--- config.mk ---
export PLATFORM = sky130hd
export DESIGN_NAME = video_timing_gen
export DESIGN_NICKNAME = d
export VERILOG_FILES = /design/src/rtl/vtg_pkg.sv /design/src/rtl/vtg_pattern.sv /design/src/rtl/video_timing_gen.sv
export SDC_FILE = /design/constraint.sdc
export NUM_CORES = 1
export LEC_CHECK = 0
export CAP_MARGIN = 20
export CORE_ASPECT_RATIO = 0.6
export CORE_MARGIN = 2
export CORE_UTILIZATION = 30
export DETAILED_ROUTE_END_ITERATION = 6
export PLACE_DENSITY_LB_ADDON = 0.12
export SYNTH_ARGS = -nofsm -noshare
export SYNTH_HDL_FRONTEND = slang
export SYNTH_SLANG_ARGS = --single-unit
--- constraint.sdc ---
create_clock -name pixclk -period 3.8 [get_ports pixclk]
set_input_delay 0.76 -clock pixclk [delete_from_list [all_inputs] [get_ports pixclk]]
set_output_delay 0.76 -clock pixclk [all_outputs]
set_load 0.02 [all_outputs]
--- src/rtl/vtg_pkg.sv ---
// -----------------------------------------------------------------------------
// vtg_pkg
// Shared constants for the video timing generator and the TMDS output path:
//   - default 640x480@60 raster timing (25.175 MHz pixel clock)
//   - bit positions of hsync/vsync inside the 2-bit encoder CD bus
//   - TMDS control-period code words used by the encoders during blanking
// No ports (package).
// -----------------------------------------------------------------------------
package vtg_pkg;

  // 640x480@60 raster
  localparam int VTG_H_ACTIVE = 640;
  localparam int VTG_H_FP     = 16;
  localparam int VTG_H_SYNC   = 96;
  localparam int VTG_H_BP     = 48;
  localparam int VTG_V_ACTIVE = 480;
  localparam int VTG_V_FP     = 10;
  localparam int VTG_V_SYNC   = 2;
  localparam int VTG_V_BP     = 33;
  localparam int VTG_CW       = 12;

  // Encoder CD bus layout: {vsync, hsync}
  localparam int CD_HSYNC = 0;
  localparam int CD_VSYNC = 1;

  // TMDS control-period symbols, indexed by the 2-bit CD value
  localparam logic [9:0] TMDS_CTRL_00 = 10'b1101010100;
  localparam logic [9:0] TMDS_CTRL_01 = 10'b0010101011;
  localparam logic [9:0] TMDS_CTRL_10 = 10'b0101010100;
  localparam logic [9:0] TMDS_CTRL_11 = 10'b1010101011;

  function automatic int vtg_total(input int active, input int fp,
                                   input int sync, input int bp);
    return active + fp + sync + bp;
  endfunction

endpackage

--- src/rtl/vtg_pattern.sv ---
// -----------------------------------------------------------------------------
// vtg_pattern
// Eight-bar colour test pattern. Bar i (each H_ACTIVE/8 pixels wide) drives
// red={8{i[2]}}, green={8{i[1]}}, blue={8{i[0]}}. Outputs are registered on
// the same edge as the timing outputs so they line up with vde, and are black
// outside active video and in reset.
// Ports:
//   pixclk        in   pixel clock
//   rst           in   synchronous active-high reset
//   vde_nxt       in   active-video decode of the pre-edge counters
//   h_cnt         in   pre-edge horizontal counter
//   red/green/blue out  8-bit registered colour components
// -----------------------------------------------------------------------------
module vtg_pattern #(
  parameter int H_ACTIVE = 640,
  parameter int CW       = 12
) (
  input  logic          pixclk,
  input  logic          rst,
  input  logic          vde_nxt,
  input  logic [CW-1:0] h_cnt,
  output logic [7:0]    red,
  output logic [7:0]    green,
  output logic [7:0]    blue
);

  localparam int BAR_W = H_ACTIVE / 8;

  logic [2:0] bar_p0;

  // Bar index by threshold comparison: avoids a divider and only matters
  // while vde_nxt is high, i.e. h_cnt < H_ACTIVE.
  always_comb begin
    bar_p0 = 3'd0;
    for (int k = 1; k < 8; k++) begin
      if (h_cnt >= CW'(k * BAR_W)) bar_p0 = 3'(k);
    end
  end

  // ---- stage p1: registered colour, aligned with vde ----
  always_ff @(posedge pixclk) begin
    if (rst) begin
      red   <= 8'h00;
      green <= 8'h00;
      blue  <= 8'h00;
    end else if (vde_nxt) begin
      red   <= {8{bar_p0[2]}};
      green <= {8{bar_p0[1]}};
      blue  <= {8{bar_p0[0]}};
    end else begin
      red   <= 8'h00;
      green <= 8'h00;
      blue  <= 8'h00;
    end
  end

endmodule

--- src/rtl/video_timing_gen.sv ---
// -----------------------------------------------------------------------------
// video_timing_gen
// Pixel-rate raster timing for the DVI/HDMI output path. Two free-running
// counters (h_cnt, v_cnt) are decoded and registered each pixclk edge; all
// outputs reflect the pre-edge counter values.
// Optional build macro: VTG_PATTERN_EN adds a registered colour-bar pattern
// on red/green/blue (ports absent when the macro is undefined).
// Ports:
//   pixclk       in   pixel clock
//   rst          in   synchronous active-high reset
//   vde          out  active-video flag (registered)
//   hsync/vsync  out  syncs at HS_POL/VS_POL when asserted (registered)
//   cd           out  {vsync, hsync} for the blue-channel encoder CD input
//   x, y         out  pixel column/row of the current output cycle
//   line_start   out  pulse when x==0
//   frame_start  out  pulse when x==0 and y==0
//   red/green/blue out  colour bars (VTG_PATTERN_EN only)
// -----------------------------------------------------------------------------
module video_timing_gen
  import vtg_pkg::*;
#(
  parameter int   H_ACTIVE = VTG_H_ACTIVE,
  parameter int   H_FP     = VTG_H_FP,
  parameter int   H_SYNC   = VTG_H_SYNC,
  parameter int   H_BP     = VTG_H_BP,
  parameter int   V_ACTIVE = VTG_V_ACTIVE,
  parameter int   V_FP     = VTG_V_FP,
  parameter int   V_SYNC   = VTG_V_SYNC,
  parameter int   V_BP     = VTG_V_BP,
  parameter logic HS_POL   = 1'b0,
  parameter logic VS_POL   = 1'b0,
  parameter int   CW       = VTG_CW
) (
  input  logic          pixclk,
  input  logic          rst,
  output logic          vde,
  output logic          hsync,
  output logic          vsync,
  output logic [1:0]    cd,
  output logic [CW-1:0] x,
  output logic [CW-1:0] y,
  output logic          line_start,
`ifdef VTG_PATTERN_EN
  output logic [7:0]    red,
  output logic [7:0]    green,
  output logic [7:0]    blue,
`endif
  output logic          frame_start
);

  localparam int H_TOTAL = vtg_total(H_ACTIVE, H_FP, H_SYNC, H_BP);
  localparam int V_TOTAL = vtg_total(V_ACTIVE, V_FP, V_SYNC, V_BP);

  generate
    if (H_TOTAL > (1 << CW) || V_TOTAL > (1 << CW)) begin : g_cw_check
      $error("video_timing_gen: H_TOTAL/V_TOTAL do not fit in CW bits");
    end
  endgenerate

  localparam logic [CW-1:0] H_LAST   = CW'(H_TOTAL - 1);
  localparam logic [CW-1:0] V_LAST   = CW'(V_TOTAL - 1);
  localparam logic [CW-1:0] H_ACT_C  = CW'(H_ACTIVE);
  localparam logic [CW-1:0] V_ACT_C  = CW'(V_ACTIVE);
  localparam logic [CW-1:0] HS_BEG   = CW'(H_ACTIVE + H_FP);
  localparam logic [CW-1:0] HS_END   = CW'(H_ACTIVE + H_FP + H_SYNC);
  localparam logic [CW-1:0] VS_BEG   = CW'(V_ACTIVE + V_FP);
  localparam logic [CW-1:0] VS_END   = CW'(V_ACTIVE + V_FP + V_SYNC);

  // Half-open window test lo <= cnt < hi
  function automatic logic in_window(input logic [CW-1:0] cnt,
                                     input logic [CW-1:0] lo,
                                     input logic [CW-1:0] hi);
    return (cnt >= lo) && (cnt < hi);
  endfunction

  logic [CW-1:0] h_cnt_p0;
  logic [CW-1:0] v_cnt_p0;
  logic          vde_nxt_p0;
  logic          hs_nxt_p0;
  logic          vs_nxt_p0;

  // ---- stage p0: raster counters ----
  always_ff @(posedge pixclk) begin
    if (rst) begin
      h_cnt_p0 <= '0;
      v_cnt_p0 <= '0;
    end else if (h_cnt_p0 == H_LAST) begin
      h_cnt_p0 <= '0;
      v_cnt_p0 <= (v_cnt_p0 == V_LAST) ? '0 : v_cnt_p0 + 1'b1;
    end else begin
      h_cnt_p0 <= h_cnt_p0 + 1'b1;
    end
  end

  // vsync is decoded from v_cnt alone, and v_cnt only changes on the edge
  // where h_cnt wraps, so vsync transitions are line-aligned for free.
  always_comb begin
    vde_nxt_p0 = (h_cnt_p0 < H_ACT_C) && (v_cnt_p0 < V_ACT_C);
    hs_nxt_p0  = in_window(h_cnt_p0, HS_BEG, HS_END) ? HS_POL : ~HS_POL;
    vs_nxt_p0  = in_window(v_cnt_p0, VS_BEG, VS_END) ? VS_POL : ~VS_POL;
  end

  // ---- stage p1: registered outputs ----
  always_ff @(posedge pixclk) begin
    if (rst) begin
      vde         <= 1'b0;
      hsync       <= ~HS_POL;
      vsync       <= ~VS_POL;
      x           <= '0;
      y           <= '0;
      line_start  <= 1'b0;
      frame_start <= 1'b0;
    end else begin
      vde         <= vde_nxt_p0;
      hsync       <= hs_nxt_p0;
      vsync       <= vs_nxt_p0;
      x           <= h_cnt_p0;
      y           <= v_cnt_p0;
      line_start  <= (h_cnt_p0 == '0);
      frame_start <= (h_cnt_p0 == '0) && (v_cnt_p0 == '0);
    end
  end

  always_comb begin
    cd           = 2'b00;
    cd[CD_HSYNC] = hsync;
    cd[CD_VSYNC] = vsync;
  end

`ifdef VTG_PATTERN_EN
  vtg_pattern #(
    .H_ACTIVE (H_ACTIVE),
    .CW       (CW)
  ) u_pattern (
    .pixclk  (pixclk),
    .rst     (rst),
    .vde_nxt (vde_nxt_p0),
    .h_cnt   (h_cnt_p0),
    .red     (red),
    .green   (green),
    .blue    (blue)
  );
`endif

endmodule

==> metrics.md, run 1 <==
| Metric | Value |
|---|---|
| Buffers on Ports | `32` |
| Total GRT Usage | `12.7%` |
| Pint | `0.907 mW` |
| RSZ-0062 raised after global routing | `false` |
| Area Growth Syn to Fin | `26.5%` |
| Clock power frac | `46.5%` |
| Top cells by count, synth | `dfxtp_1 (53), nor2_1 (23), nor2b_1 (18), a21oi_1 (10), nand2_1 (10)` |
| Most numerous cell in the Yosys netlist | `dfxtp_1` |
| Wire length per cell | `13.2 um` |
| Top FF cell, synth | `dfxtp_1` |
| Worst setup SP type | `flip-flop` |
| VDD IR max | `0.204 mV` |
| Minimum clock period | `2.45 ns` |
| Core area | `0.00662 mm2` |
| Design Area, Final | `0.00257 mm2` |
| Fraction of layout cells with a size suffix above 1 | `5.79%` |
| Data arrival time of the worst path | `2.64 ns` |
| Yosys Warn Count | `0` |
| Fin nets | `247` |
| Min-Delay Path Class | `reg2reg` |
| Leakage Power | `0.891 nW` |
| Cells after synthesis | `214` |
| Vias per inst | `4.55` |
| Ranking of synthesized cells by area | `dfxtp_1 (52%), nor2b_1 (5.5%), nor2_1 (4.2%)` |
| Placed inst area | `0.00240 mm2` |
| Power Dens Cells | `440 mW/mm2` |
| CTS Sinks | `53` |
| Std-Cell Rows | `23` |
| Chip height | `67.8 um` |
| Post-detailed-route count of antenna-violating nets | `0` |
| Dpl cells | `321` |
| Worst-Margin Slew | `1.02 ns` |
| Final critical-path share of the clock period | `64.6%` |
| Post-synth net total | `220` |
| Post-synth EDFFs | `0` |
| Global-route wire length before repair | `7.01 mm` |
| Aggregate global routing overflow | `0` |
| Total CTS buffers | `5` |
| CP max-delay cell | `or4_4` |
| IO Pins | `33` |
| Critical path buffers and inverters | `0` |
| Die ar. | `0.00748 mm2` |
| Vias post-DR | `1496` |
| Initial Utilization | `30.7%` |
| Width of the die | `110 um` |
| Syn_area_per_cell | `9.51 um2` |
| Combinational share of power | `3.4%` |
| Vias in the first global route | `1301` |
| Clock Path Buffers | `2` |
| Max Slew Vio Count | `0` |
| Hold Slack | `0.508 ns` |
| Share of the synthesized area in the top cell type | `52.2%` |
| Fin cells | `329` |
| Type of destination of the critical path | `flip-flop` |
| Netlist Area Pre-Place | `0.00203 mm2` |
| Register area share after synthesis | `52.2%` |
| # resized after CTS | `0` |
| Crit Path Max Fanout | `21` |
| Pre-antenna DRT Iters | `4` |
| Iter 0 DRT Violations | `65` |
| Required @ worst endpoint | `3.99 ns` |
| CP delay by family, top | `simple AND/OR/NAND/NOR gates` |
| Post-synth ARST share | `0%` |
| Max-cap violations | `0` |
| Clock Latency Late Sink | `0.29 ns` |
| Unique masters post-synth | `37` |
| Fmax | `408 MHz` |
| CP peak stage delay | `0.71 ns` |
| Final setup TNS | `0 ns` |
| Pwr Total | `1.13 mW` |
| Kind of critical path | `reg2reg` |
| Sw Pwr | `0.225 mW` |
| Status | `completed` |
| Sequential Power Share | `50.1%` |
| Final wirelength | `4.35 mm` |
| Sw Ratio | `19.9%` |
| Diodes inserted | `0` |
| Fin. Hold Viols | `0` |
| Synth Register Bits | `53` |
| DRC Markers | `0` |
| CTS H-tree lvls | `2` |
| CP cell instances | `ha_1, nand3_1, or4_4, o31ai_4, o21ba_2` |
| Placer Congestion | `0.778` |
| Final setup violation count | `0` |
| CTS clk-pin slew, worst paths | `0.07 ns` |
| Worst clock skew | `0.00687 ns` |
| Largest net degree at the start of global routing | `22` |
| Total setup buffers inserted after CTS | `0` |
| Hpwl dp | `3.04 mm` |
| Fill count | `679` |
| Initial antenna violation count | `0` |
| Worst rel slew slack | `31.5%` |
| CTS tree | `built` |
| CTS root buf | `clkbuf_16` |
| Leading area contributor after synthesis | `dfxtp_1` |
| Number of hold buffers added after cts | `0` |
[stage by stage]
| stage | setup slack [ns] | utilization, % |
|---|---|---|
| global placement | 1.37 | 36.2 |
| detailed placement | 1.35 | 36.2 |
| finish | 1.35 | 38.9 |
| global route | 1.19 | 38.9 |
| floorplan | 1.76 | - |
| CTS | 1.33 | 38.9 |
[logic make-up after synthesis]
kind of cell             synth area share [%]
adder cells (fa/ha/maj)                  2.46
AND/OR/NAND/NOR                          28.4
AO/OA/AOI/OAI                            7.20
buffers and inverters                    5.10
XOR/XNOR                                 4.74
flip-flops                               52.2
[per-layer routing]
layer	part of all wire (%)	up-vias	global-route usage [%]	routed length (um)
met2	32	42	13.7	1400
met1	61	661	21.7	2640
met3	6.2	4	3.47	269
met5	0	-	0	0
met4	0.83	0	3.75	36
li1	-	789	-	-
[path summary, 6_finish.rpt]
| kind | start | end | slack (ns) | depth (start not counted) |
|---|---|---|---|---|
| min reg2reg | h_cnt_p0[0]$_SDFF_PP0_ | h_cnt_p0[0]$_SDFF_PP0_ | 0.51 | 1 |
| min | h_cnt_p0[0]$_SDFF_PP0_ | h_cnt_p0[0]$_SDFF_PP0_ | 0.51 | 1 |
| max | h_cnt_p0[0]$_SDFF_PP0_ | v_cnt_p0[7]$_SDFFE_PP0N_ | 1.35 | 5 |
| max reg2reg | h_cnt_p0[0]$_SDFF_PP0_ | v_cnt_p0[7]$_SDFFE_PP0N_ | 1.35 | 5 |
[sequential cells by signal, indices dropped and copies added, names as in the netlist]
register     count
frame_start      1
h_cnt_p0        12
hsync            1
line_start       1
v_cnt_p0        12
vde              1
vsync            1
x               12
y               12
[cell usage in the layout, fill, tap and decap left out, types with 2 or more instances in the layout]
| master | n |
|---|---|
| dfxtp_1 | 53 |
| clkdlybuf4s50_1 | 32 |
| nor2_1 | 23 |
| nor2b_1 | 18 |
| nand2_1 | 10 |
| a21oi_1 | 10 |
| inv_1 | 8 |
| nand3_1 | 8 |
| nand4_1 | 8 |
| xnor2_1 | 7 |
| nor3_1 | 7 |
| or3_1 | 6 |
| nor4_1 | 6 |
| o21ai_0 | 5 |
| clkbuf_16 | 5 |
| and4_1 | 4 |
| xor2_1 | 4 |
| ha_1 | 4 |
| nand3b_1 | 3 |
| or4b_1 | 2 |
| and3_1 | 2 |
| o31ai_1 | 2 |
[area by class of cell]
type	instances	area, um2	share of cell area, %
clock buffer	6	139	5.40
sequential	53	1060	41.2
tap	87	109	4.23
clock inverter	2	37.5	1.46
multi-input combinational	140	870	33.8
timing repair buffer	33	328	12.7
inverter	8	30.0	1.17
[worst reg2reg max path, delay by kind of cell, from the launching register on]
family                     cells  cell delay [ns]
adders and majority gates      1             0.21
DFF                            1             0.41
and+or+nand+nor                2             0.93
AOI/OAI and AO/OA              2             0.80
[power groups by stage]
stage	combinational (mW)	sequential, mW	clock [mW]
after floorplan	0.0172	0.585	0
after global placement	0.0387	0.580	0
after detailed placement	0.0384	0.580	0
after CTS	0.0392	0.567	0.542
after global routing	0.0424	0.568	0.566
final	0.0386	0.567	0.526
Note: power is estimated with default switching activity, not from simulation.
==> run 2, diff against run 1 <==
==> constraint.sdc (replaced) <==
create_clock -name pixclk -period 2.2 [get_ports pixclk]
set_input_delay 0.44 -clock pixclk [delete_from_list [all_inputs] [get_ports pixclk]]
set_output_delay 0.44 -clock pixclk [all_outputs]
set_load 0.02 [all_outputs]
==> run 2 against run 1 <==
  * Hold slack improved by 0.026 ns
  * Register-to-register slack worse by 1.3 ns
  * Count of clock-buffer cells in the layout is 1 lower
  * Worst setup slack worse by 1.3 ns
  * Global-route usage is 0.92 points higher
  * Wire length rose by 11%
  * Sequential power grew 72%
  * Critical endpoint is now v_cnt_p0[4]$_SDFFE_PP0N_
  * Highest routed layer unchanged
==> metrics.md, run 2 (same netlist as run 1, synthesis figures left out) <==
| Metric | Value |
|---|---|
| Status | `completed` |
| Vias in the first global route | `1383` |
| CTS clk-pin slew, worst paths | `0.07 ns` |
| Critical path origin | `h_cnt_p0[6]$_SDFF_PP0_` |
| CTS tree | `built` |
| Required @ worst endpoint | `2.42 ns` |
| Hold Crit Depth | `1` |
| Global-route wire length before repair | `7.48 mm` |
| Core area | `0.00662 mm2` |
| Most common cell after layout, fill and taps aside | `dfxtp_1` |
| Max-cap violations | `0` |
| Final setup violation count | `0` |
| Pre-antenna DRT Iters | `4` |
| Worst rel slew slack | `75.5%` |
| CTS Sinks | `53` |
| Iter 0 DRT Violations | `124` |
| Clock Path Buffers | `2` |
| Std-Cell Rows | `23` |
| DRC Markers | `0` |
| Vias per inst | `4.70` |
| Kind of critical path | `reg2reg` |
| Area Growth Syn to Fin | `36.5%` |
| Hold Path Origin | `h_cnt_p0[10]$_SDFF_PP0_` |
| CTS root buf | `clkbuf_16` |
| FF-to-FF setup slack | `0.04 ns` |
| VDD IR max | `0.295 mV` |
| Design Area, Final | `0.00278 mm2` |
| Power Dens Cells | `686 mW/mm2` |
| Fin cells | `349` |
| Final wirelength | `4.81 mm` |
| Worst setup SP type | `flip-flop` |
| Vias post-DR | `1641` |
| Final critical-path share of the clock period | `98.4%` |
| Post-detailed-route count of antenna-violating nets | `0` |
| Total CTS buffers | `5` |
| Leakage Power | `1.00 nW` |
| Aggregate global routing overflow | `0` |
| Pwr Total | `1.91 mW` |
| Clock Latency Late Sink | `0.28 ns` |
| Diodes inserted | `0` |
| Most frequent cells in the layout | `dfxtp_1 (53), clkdlybuf4s50_1 (32), nor2_1 (23), nor2b_1 (18), buf_4 (18)` |
| Worst-case reg-to-reg path depth | `5` |
| Fraction of layout cells with a size suffix above 1 | `16.0%` |
| Hpwl dp | `3.50 mm` |
| Initial Utilization | `30.7%` |
| Placed inst area | `0.00252 mm2` |
| Minimum clock period | `2.16 ns` |
| Worst-Margin Slew | `0.366 ns` |
| Dpl cells | `338` |
| Worst clock skew | `0.00609 ns` |
| Crit Path Max Fanout | `9` |
| Fin nets | `268` |
| Placer Congestion | `0.790` |
| Width of the die | `110 um` |
| CTS H-tree lvls | `2` |
| Hold EP | `x[10]$_SDFF_PP0_` |
| Max Slew Vio Count | `0` |
| Reg2reg end | `v_cnt_p0[4]$_SDFFE_PP0N_` |
| Largest net degree at the start of global routing | `16` |
| Fmax | `462 MHz` |
| Data arrival time of the worst path | `2.39 ns` |
| Reg-to-reg startpoint | `h_cnt_p0[6]$_SDFF_PP0_` |
| IO Pins | `33` |
| Buffers on Ports | `32` |
| Fin. Hold Viols | `0` |
| RSZ-0062 raised after global routing | `true` |
| Wire length per cell | `13.8 um` |
| Type of destination of the critical path | `flip-flop` |
| Chip height | `67.8 um` |
| Initial antenna violation count | `0` |
| Die ar. | `0.00748 mm2` |
| Min-Delay Path Class | `reg2reg` |
| Total GRT Usage | `13.6%` |
[run 2: cell count changes in the layout (fill, tap and decap cells not counted), sizes merged]
cell | previous run | this run
clkinvlp | 1 | 0
clkbuf | 6 | 5
buf | 1 | 22
clkinv | 0 | 1
[run 2: final cells by class]
class                           instances  area [um2]
Tap cell                               87         109
Fill cell                             689        3840
Clock inverter                          2        35.0
Inverter                                8        30.0
Multi-Input combinational cell        140         916
Clock buffer                            5         125
Sequential cell                        53        1060
Timing Repair Buffer                   54         500
[run 2: power breakdown]
part	total [mW]	internal [mW]	switching, mW
Combinational	0.0782	0.0342	0.0440
Clock	0.850	0.528	0.322
Sequential	0.978	0.972	0.00599
Total	1.91	1.53	0.372
[run 2: metal layers]
layer	part of all wire [%]	GRT usage [%]
met1	59	23.1
met2	34	15.0
met3	7.1	3.76
met4	0.81	3.91
met5	0	0
[run 2: worst max path at each step]
stage                               end  slack [ns]
6_report       v_cnt_p0[4]$_SDFFE_PP0N_        0.04
5_1_grt        v_cnt_p0[8]$_SDFFE_PP0N_       -0.04
4_1_cts        v_cnt_p0[4]$_SDFFE_PP0N_        0.04
3_5_place_dp   v_cnt_p0[3]$_SDFFE_PP0N_        0.07
3_3_place_gp   v_cnt_p0[5]$_SDFFE_PP0N_        0.08
2_1_floorplan  v_cnt_p0[8]$_SDFFE_PP0N_        0.16
[run 2: per-stage QoR]
stage               setup WS, ns  hold WS, ns  util (%)  TNS, ns
floorplan                  0.158        0.449         -        0
global placement          0.0790        0.509      38.1        0
detailed placement        0.0690        0.513      38.1        0
CTS                       0.0353        0.524      40.6        0
global route             -0.0450        0.560      41.9   -0.204
finish                    0.0353        0.534      41.9        0
[run 2: repair_timing]
item,CTS,global route
gates resized for setup,0,16
setup endpoints to repair,0,7
buffers inserted,0,4
hold buffers,0,0
[run 2: critical path, cell delays in order (launching register included)]
cell	delay [ns]
dfxtp_1	0.31
or4b_4	0.54
or4_4	0.60
buf_6	0.17
or3_1	0.34
a21oi_1	0.13
